[src/rtl/fpu_uart_pkg.sv]
// Shared encodings and constants for the FPU UART operand loader.
// Both the byte receiver and the packet assembler import this package.
package fpu_uart_pkg;

  localparam int MIN_CPB        = 4;
  localparam int UART_DATA_BITS = 8;

  typedef enum logic [1:0] {
    R_IDLE,
    R_START,
    R_DATA,
    R_STOP
  } rx_state_e;

  typedef enum logic [1:0] {
    P_IDLE,
    P_OPS,
    P_HOLD
  } pkt_state_e;

endpackage

[src/rtl/uart_rx_byte.sv]
// 8N1 byte receiver: 2-FF synchroniser on rx_i, then a sampling FSM that
// centres each bit sample cpb cycles apart starting at mid-start-bit.
module uart_rx_byte
  import fpu_uart_pkg::*;
#(
  parameter int CPB_WIDTH = 16
) (
  input  logic                 clk,
  input  logic                 rst,
  input  logic                 rx_i,
  input  logic [CPB_WIDTH-1:0] clks_per_bit,
  output logic [7:0]           byte_o,
  output logic                 byte_done_o,
  output logic                 frame_err_o,
  output logic                 start_o,
  output logic [CPB_WIDTH-1:0] cpb_o,
  output rx_state_e            state_o
);

  logic                 rx_meta_q, rx_sync_q, rx_prev_q;
  rx_state_e            state_q;
  logic [CPB_WIDTH-1:0] cpb_q, cnt_q, cpb_clamped;
  logic [2:0]           bit_q;
  logic [7:0]           shift_q;
  logic                 stop_err_q, frame_err_q;
  logic                 bit_tick;

  assign cpb_clamped = (clks_per_bit < CPB_WIDTH'(MIN_CPB)) ? CPB_WIDTH'(MIN_CPB) : clks_per_bit;
  assign start_o     = (state_q == R_IDLE) && rx_prev_q && !rx_sync_q;
  assign bit_tick    = (cnt_q == cpb_q);

  // Decoded in the stop-sample cycle so the packet FSM can react one clock later.
  assign byte_done_o = (state_q == R_STOP) && !stop_err_q && bit_tick && rx_sync_q;
  assign byte_o      = shift_q;
  assign frame_err_o = frame_err_q;
  assign cpb_o       = cpb_q;
  assign state_o     = state_q;

  always_ff @(posedge clk) begin
    if (rst) begin
      rx_meta_q   <= 1'b1;
      rx_sync_q   <= 1'b1;
      rx_prev_q   <= 1'b1;
      state_q     <= R_IDLE;
      cpb_q       <= CPB_WIDTH'(MIN_CPB);
      cnt_q       <= '0;
      bit_q       <= '0;
      shift_q     <= '0;
      stop_err_q  <= 1'b0;
      frame_err_q <= 1'b0;
    end else begin
      rx_meta_q   <= rx_i;
      rx_sync_q   <= rx_meta_q;
      rx_prev_q   <= rx_sync_q;
      frame_err_q <= 1'b0;
      case (state_q)
        R_IDLE: begin
          if (start_o) begin
            cpb_q   <= cpb_clamped;
            cnt_q   <= CPB_WIDTH'(1);
            state_q <= R_START;
          end
        end
        R_START: begin
          if (cnt_q == (cpb_q >> 1)) begin
            cnt_q <= CPB_WIDTH'(1);
            if (!rx_sync_q) begin
              bit_q   <= '0;
              state_q <= R_DATA;
            end else begin
              state_q <= R_IDLE;
            end
          end else begin
            cnt_q <= cnt_q + CPB_WIDTH'(1);
          end
        end
        R_DATA: begin
          if (bit_tick) begin
            cnt_q   <= CPB_WIDTH'(1);
            shift_q <= {rx_sync_q, shift_q[7:1]};
            bit_q   <= bit_q + 3'd1;
            if (bit_q == 3'(UART_DATA_BITS - 1)) state_q <= R_STOP;
          end else begin
            cnt_q <= cnt_q + CPB_WIDTH'(1);
          end
        end
        R_STOP: begin
          // After a framing error, hold here until the line returns high.
          if (stop_err_q) begin
            if (rx_sync_q) begin
              stop_err_q <= 1'b0;
              state_q    <= R_IDLE;
            end
          end else if (bit_tick) begin
            if (rx_sync_q) begin
              state_q <= R_IDLE;
            end else begin
              stop_err_q  <= 1'b1;
              frame_err_q <= 1'b1;
            end
          end else begin
            cnt_q <= cnt_q + CPB_WIDTH'(1);
          end
        end
        default: state_q <= R_IDLE;
      endcase
    end
  end

endmodule

[src/rtl/uart_operand_loader.sv]
// UART packet receiver: assembles {opcode, NUM_OPS operands} from received
// bytes and presents them on a valid/ready interface with error pulses.
module uart_operand_loader
  import fpu_uart_pkg::*;
#(
  parameter int OP_WIDTH     = 16,
  parameter int NUM_OPS      = 3,
  parameter int CPB_WIDTH    = 16,
  parameter int TIMEOUT_BITS = 32
) (
  input  logic                         clk,
  input  logic                         rst,
  input  logic                         rx_i,
  input  logic [CPB_WIDTH-1:0]         clks_per_bit,
  output logic                         pkt_valid_o,
  input  logic                         pkt_ready_i,
  output logic [7:0]                   opcode_o,
  output logic [NUM_OPS*OP_WIDTH-1:0]  operands_o,
  output logic                         frame_err_o,
  output logic                         timeout_o,
  output logic                         overrun_o,
  output logic                         busy_o
);

  // Handshake: the packet is transferred on any clock edge where
  // pkt_valid_o && pkt_ready_i; outputs are frozen while valid is high.

  localparam int NBYTES = 1 + NUM_OPS * OP_WIDTH / 8;
  localparam int OPB    = NBYTES - 1;
  localparam int IDX_W  = (OPB > 1) ? $clog2(OPB) : 1;
  localparam int TO_W   = CPB_WIDTH + $clog2(TIMEOUT_BITS) + 1;

  logic [7:0]           rx_byte;
  logic                 rx_byte_done, rx_frame_err, rx_start;
  logic [CPB_WIDTH-1:0] rx_cpb;
  rx_state_e            rx_state;

  pkt_state_e                  pkt_state_q;
  logic [IDX_W-1:0]            idx_q;
  logic [7:0]                  opcode_q;
  logic [NUM_OPS*OP_WIDTH-1:0] ops_q;
  logic [TO_W-1:0]             to_cnt_q, to_limit;
  logic                        timeout_q, overrun_q;

  uart_rx_byte #(.CPB_WIDTH(CPB_WIDTH)) u_rx (
    .clk          (clk),
    .rst          (rst),
    .rx_i         (rx_i),
    .clks_per_bit (clks_per_bit),
    .byte_o       (rx_byte),
    .byte_done_o  (rx_byte_done),
    .frame_err_o  (rx_frame_err),
    .start_o      (rx_start),
    .cpb_o        (rx_cpb),
    .state_o      (rx_state)
  );

  assign to_limit    = TO_W'(TIMEOUT_BITS) * TO_W'(rx_cpb);
  assign pkt_valid_o = (pkt_state_q == P_HOLD);
  assign busy_o      = (pkt_state_q == P_OPS);
  assign opcode_o    = opcode_q;
  assign operands_o  = ops_q;
  assign frame_err_o = rx_frame_err;
  assign timeout_o   = timeout_q;
  assign overrun_o   = overrun_q;

  always_ff @(posedge clk) begin
    if (rst) begin
      pkt_state_q <= P_IDLE;
      idx_q       <= '0;
      opcode_q    <= '0;
      ops_q       <= '0;
      to_cnt_q    <= '0;
      timeout_q   <= 1'b0;
      overrun_q   <= 1'b0;
    end else begin
      timeout_q <= 1'b0;
      overrun_q <= 1'b0;

      // Saturating inter-byte timer, live only while a packet is partial.
      if (pkt_state_q != P_OPS || rx_byte_done || rx_start) begin
        to_cnt_q <= '0;
      end else if (to_cnt_q < to_limit) begin
        to_cnt_q <= to_cnt_q + TO_W'(1);
      end

      case (pkt_state_q)
        P_IDLE: begin
          if (rx_byte_done) begin
            opcode_q    <= rx_byte;
            ops_q       <= '0;
            idx_q       <= '0;
            pkt_state_q <= P_OPS;
          end
        end
        P_OPS: begin
          if (rx_frame_err) begin
            opcode_q    <= '0;
            ops_q       <= '0;
            pkt_state_q <= P_IDLE;
          end else if (rx_byte_done) begin
            for (int k = 0; k < OPB; k++) begin
              if (idx_q == IDX_W'(k)) ops_q[k*8 +: 8] <= rx_byte;
            end
            if (idx_q == IDX_W'(OPB - 1)) pkt_state_q <= P_HOLD;
            else                          idx_q       <= idx_q + IDX_W'(1);
          end else if (to_cnt_q >= to_limit && rx_state == R_IDLE) begin
            timeout_q   <= 1'b1;
            opcode_q    <= '0;
            ops_q       <= '0;
            pkt_state_q <= P_IDLE;
          end
        end
        P_HOLD: begin
          if (pkt_ready_i) begin
            // A byte landing on the handshake cycle starts the next packet.
            if (rx_byte_done) begin
              opcode_q    <= rx_byte;
              ops_q       <= '0;
              idx_q       <= '0;
              pkt_state_q <= P_OPS;
            end else begin
              pkt_state_q <= P_IDLE;
            end
          end else if (rx_byte_done) begin
            overrun_q <= 1'b1;
          end
        end
        default: pkt_state_q <= P_IDLE;
      endcase
    end
  end

endmodule

[config.mk]
export PLATFORM = sky130hd
export DESIGN_NAME = uart_operand_loader
export DESIGN_NICKNAME = d
export VERILOG_FILES = /design/src/rtl/fpu_uart_pkg.sv /design/src/rtl/uart_rx_byte.sv /design/src/rtl/uart_operand_loader.sv
export SDC_FILE = /design/constraint.sdc
export NUM_CORES = 1
export LEC_CHECK = 0
export BUFFER_PORTS_ARGS = -buffer_cell sky130_fd_sc_hd__buf_4
export CAP_MARGIN = 0
export CELL_PAD_IN_SITES_DETAIL_PLACEMENT = 1
export CELL_PAD_IN_SITES_GLOBAL_PLACEMENT = 2
export CORE_MARGIN = 1.5
export CORE_UTILIZATION = 25
export CTS_CLUSTER_DIAMETER = 40
export CTS_CLUSTER_SIZE = 14
export DETAILED_ROUTE_END_ITERATION = 6
export PLACE_DENSITY_LB_ADDON = 0.1
export SYNTH_ARGS = -nofsm -noshare
export SYNTH_HDL_FRONTEND = slang
export SYNTH_HIERARCHICAL = 1
export SYNTH_SLANG_ARGS = --single-unit
[constraint.sdc]
create_clock -name clk -period 4.95 [get_ports clk]
set_input_delay 0.495 -clock clk [delete_from_list [all_inputs] [get_ports clk]]
set_output_delay 0.495 -clock clk [all_outputs]
set_load 0.005 [all_outputs]
### Word level (Yosys, flattened, before mapping)

Cells that the tools add are included.

* add/sub/neg operators: 4
* $mul: 0
* divide/modulo/power cells: 0
* $lt $le $gt $ge: 3
* eq/ne operators: 36
* shifts and indexed selects: 0
* muxes and demuxes: 57
* bitwise logic cells: 3
* reduce and logical (&&, ||, !) cells: 33

Operators with widths (number)
* $mux 48: 5
* $pmux 48 s3: 1
* $mux 16: 6
* $mux 8: 11
* $pmux 16 s4: 1
* $reduce_and 4->1: 9
* $mux 2: 14
* $mux 3: 8
* $ne 4x2->1 const B: 6
* $pmux 8 s3: 1
* $add 22x1->22 const B: 1
* $ge 22x21->1: 1
* $lt 22x21->1: 1
* $add 16x1->16 const B: 1
* $eq 16x15->1: 1
* $eq 16x16->1: 1
* $lt 16x3->1 const B: 1
* $ne 2x2->1 const B: 7
* $ne 2x1->1 const B: 6
* $reduce_and 5->1: 2
* $eq 3x3->1 const B: 3
* $pmux 3 s3: 1
* $pmux 2 s4: 1
* $add 3x1->3 const B: 2
* other kinds (23): 45

* flip-flop bits (word level): 135
* bits in latches: 0
* bits in writable memories: 0
* ROM bits: 0
* input bits: 20
* word-level logic and storage cells: 158
* memories kept: 0

### Logic depth before layout (Yosys ltp)

* depth after elaboration: 7
* gate-level depth with buffers: 13

### Hierarchy

Netlist, hierarchy kept.

By module, submodules not included
* uart_operand_loader: times used 1, cells each 521, area each 4431.8 um^2
* uart_rx_byte: times used 1, cells each 299, area each 2776.4 um^2

### Worst setup path after synthesis

OpenSTA, ideal clock, no wires.

* kind: register to register
* from: register u_rx.cnt_q[2]
* to: register ops_q[14] (netlist: operands_o[14])
* library setup time: 132 ps
* arrival: 2694 ps
* path slack: 2123 ps
* cell stages (with the launch flop): 13
* buffers on the path: 2
* clock period less this slack: 2827 ps
* cells stage by stage: dfxtp_1 xnor2_1 nand4_1 nor4_1 nand2_1 nor3_1 clkbuf_1 nand2_1 a21oi_2 buf_2 nor2_1 a21oi_1 a21oi_1

* longest elaborated chain between the ends: 6

Ends and longest elaborated chain
* start: declaration: RTL line uart_rx_byte.sv:22 `logic [CPB_WIDTH-1:0] cpb_q, cnt_q, cpb_clamped;`
* start signal: assignment: RTL line uart_rx_byte.sv:74 `cnt_q <= cnt_q + CPB_WIDTH'(1);`
* start signal: assignment: RTL line uart_rx_byte.sv:84 `cnt_q <= cnt_q + CPB_WIDTH'(1);`
* start signal: assignment: RTL line uart_rx_byte.sv:102 `cnt_q <= cnt_q + CPB_WIDTH'(1);`
* $eq 16x16->1 *: RTL line uart_rx_byte.sv:30 `assign bit_tick = (cnt_q == cpb_q);`
* $logic_and 1x1->1 * (2 in a row): RTL line uart_rx_byte.sv:33 `assign byte_done_o = (state_q == R_STOP) && !stop_err_q && bit_tick && rx_sync_q;`
* via rx_byte_done: RTL line uart_operand_loader.sv:34 `logic rx_byte_done, rx_frame_err, rx_start;`
* $mux 48, on equally long branches (2 in a row)
* $pmux 48 s3: RTL line uart_operand_loader.sv:87 `case (pkt_state_q)`
* end signal: indexed assignment: RTL line uart_operand_loader.sv:103 `if (idx_q == IDX_W'(k)) ops_q[k*8 +: 8] <= rx_byte;`
* end: declaration: RTL line uart_operand_loader.sv:41 `logic [NUM_OPS*OP_WIDTH-1:0] ops_q;`

The timed path passes the listed nets; every way through them passes the cells marked *. The select of a mux whose other input is x is not followed.
A chain may end at the register's enable or synchronous reset.

### Worst setup path in the final report

* from: register u_rx.cnt_q[11]
* to: register ops_q[13] (netlist: operands_o[13])

Same word-level chain as after synthesis.

==> metrics.txt <==
drt drc 0; outcome finished clean; Post-Place Cells about 1200; average wire per standard cell 18.9 um; first-pass GRT wire length 38900 um; clock slew seen by the registers of the worst setup and hold paths 0.07 ns; syn nets a little under 900; Final setup viols 0; CTS buffer count 17; Post-Synthesis Cells 820; asr flop ratio synth 0%; Setup TNS 0 ns; total grt overflow 0; Core Area 28100 sq um; IO Pins 81; FILL cells 3351; Leak approximately 3.1 nW; Netlist cell types 79; Worst Tran Pin Value 1.04 ns; fraction of final layout cells sized beyond drive strength 1 ~20%; syn_area_per_cell 8.79 sq um; Yosys reg bits between 100 and 150; row count 61; skew final 0.0212 ns; critical path endpoint category flip-flop; Setup CP Type reg2reg; Worst setup SP type flip-flop; vias in the first global route 6649; count of pins over their slew limit 0; Via-to-Cell Ratio 5.05; Clock Sinks 135; Die ar. approximately 30000 sq um; fin crit period 3.60 ns; Synth Cell Area between 7000 and 8000 sq um; Fmax achieved 278 MHz; PostCTS Resize Cnt 0; Ys Warns 6; Crit-path slowest cell nor4_1; H-tree levels 4; Post-Route WL 24000 um; crit-path max cell delay approximately 0.67 ns; GRT met1 Usage between 20% and 30%; Die Ht 173 um; CP required 5.23 ns; Port Buf Inserts 80; worst path cell trace xnor2_2, nand4_1, nor4_1, nand2_1, nor3_1, buf_4, nand2_1, a21oi_2, nor2_1, a21oi_1, a21oi_1; Post-synth EDFFs 0; Clock Tree Root clkbuf_16; Worst Path Arrival 3.88 ns; Post-synth top flop dfxtp_1; GR peak layer met2; HPWL after DPL 17300 um; initial core utilization 25.7%; Die X 173 um; global routing usage on met2 27.5%; Slew headroom 30.4%; maximum vdd drop 0.187 mV; Final Cycle Share 72.7%; Hold WC Path Type in2reg; 1st-pass router iterations 4; CTS tree yes; vias 6419; antenna diode count 0; sequential fraction of the synthesis area 37.5%; met3 usage under 10%; RSZ-0062 raised after global routing no; P per Cell Area 288 nW/um^2; Max Cap Viol 0; Post-CTS Setup Repair Bufs 0; Post-CTS Hold Fix Bufs 0; largest net degree at the start of global routing 48; clk_lat worst skew 0.43 ns; DRT antenna net count 0; Placer Congestion 0.811; endpoints failing hold 0; nets 926; Non-Filler Instances ~1300; Area Growth Syn to Fin 20.0%; DRT iter0 DRCs 334; initial antenna violation count 0; CP Max Fanout 16; clk buf depth 2; gr usage total 16.4%
## per-layer routing
layer / wire length [um] / share of wire [%] / vias up
met5: 0 / 0 / -
met4: 254 / 1.1 / 0
met3: 698 / 2.9 / 15
met2: 11600 / 48 / 98
met1: 11500 / 48 / 3176
li1: - / - / 3130
## cells by family after synthesis
| group | Yosys count | synth area share [%] |
|---|---|---|
| AOI/OAI and AO/OA | 256 | 25.8 |
| and+or+nand+nor | 260 | 18.7 |
| muxes | 12 | 1.68 |
| xor gates and xnor gates | 46 | 6.01 |
| DFF | 135 | 37.5 |
| buffers and inverters | 85 | 5.82 |
| adders and majority gates | 26 | 4.51 |
## sequential cells by signal, indices dropped and copies added (netlist names), 2 cells and up, named ones only
| name | flops |
|---|---|
| u_rx/cpb_o | 16 |
| opcode_o | 8 |
| u_rx/bit_q | 3 |
| to_cnt_q | 22 |
| u_rx/byte_o | 8 |
| u_rx/cnt_q | 16 |
| pkt_state_q | 2 |
| operands_o | 48 |
| idx_q | 3 |
## critical path: cells and delay by family (launching register included)
| kind | cells | cell delay (ns) |
|---|---|---|
| compound gates | 3 | 0.90 |
| xor+xnor | 1 | 0.17 |
| buf+inv | 1 | 0.22 |
| flops | 1 | 0.55 |
| simple gates | 6 | 1.60 |
## report_power, final
part	switching [W]	leakage (nW)	internal, W
registers	0.0000135	1.09	0.00109
logic	0.0000877	1.79	0.0000476
clock network	0.000577	0.273	0.000677
## per-stage QoR
stage	worst slack [ns]	util, %	hold WS [ns]	cell area, sq um	power (W)
3_3_place_gp	1.55	28.8	0.399	8080	0.00126
3_5_place_dp	1.41	28.8	0.413	8080	0.00127
6_report	1.35	30.8	0.266	8650	0.00250
4_1_cts	1.35	30.8	0.242	8650	0.00255
2_1_floorplan	2.12	-	0.389	7210	0.00122
5_1_grt	0.957	30.8	0.243	8650	0.00261
## final cells by class
cell class | count | area (sq um) | share of cell area [%]
clock buffers | 18 | 439 | 5.08
clock inverters | 14 | 134 | 1.55
inverters | 39 | 146 | 1.69
multi-input cells | 600 | 4100 | 47.4
flip-flops and latches | 135 | 2700 | 31.2
well taps | 378 | 473 | 5.47
repair buffers | 87 | 653 | 7.55
## cell usage after synthesis, drive strengths merged, types with 12 or more instances
library cell / number / share of area (%)
inv: 39 / 2.0
nor2: 79 / 4.3
nand2: 65 / 3.4
dfxtp: 135 / 37
ha: 26 / 4.5
clkbuf: 24 / 1.7
nor3: 14 / 1.1
xnor2: 26 / 3.6
nand4: 14 / 1.6
or3: 12 / 1.0
nand3: 20 / 1.4
a21oi: 114 / 8.3
o211ai: 36 / 4.6
buf: 22 / 2.1
xor2: 20 / 2.4
o21ai: 24 / 1.7
## cells in the final DEF, fill, tap and decap left out, types with 22 or more instances in the layout
| cell type | n |
|---|---|
| inv_1 | 38 |
| buf_4 | 87 |
| o211ai_1 | 24 |
| o21ai_0 | 23 |
| dfxtp_1 | 135 |
| a21oi_1 | 106 |
| nand2_1 | 65 |
| nor2_1 | 77 |
| ha_1 | 26 |
| xnor2_1 | 22 |
## path summary, 6_finish.rpt
| path | startpoint | to | slack (ns) | depth (start not counted) |
|---|---|---|---|---|
| worst max-delay path | u_rx/cnt_q[11] | operands_o[13] | 1.35 | 11 |
| worst min register to register | u_rx/rx_meta_q | u_rx/rx_sync_q | 0.42 | 1 |
| worst min-delay path | rx_i | u_rx/rx_meta_q | 0.27 | 2 |
| worst max register to register | u_rx/cnt_q[11] | operands_o[13] | 1.35 | 11 |
No activity file was read; power rests on OpenSTA's default activity.
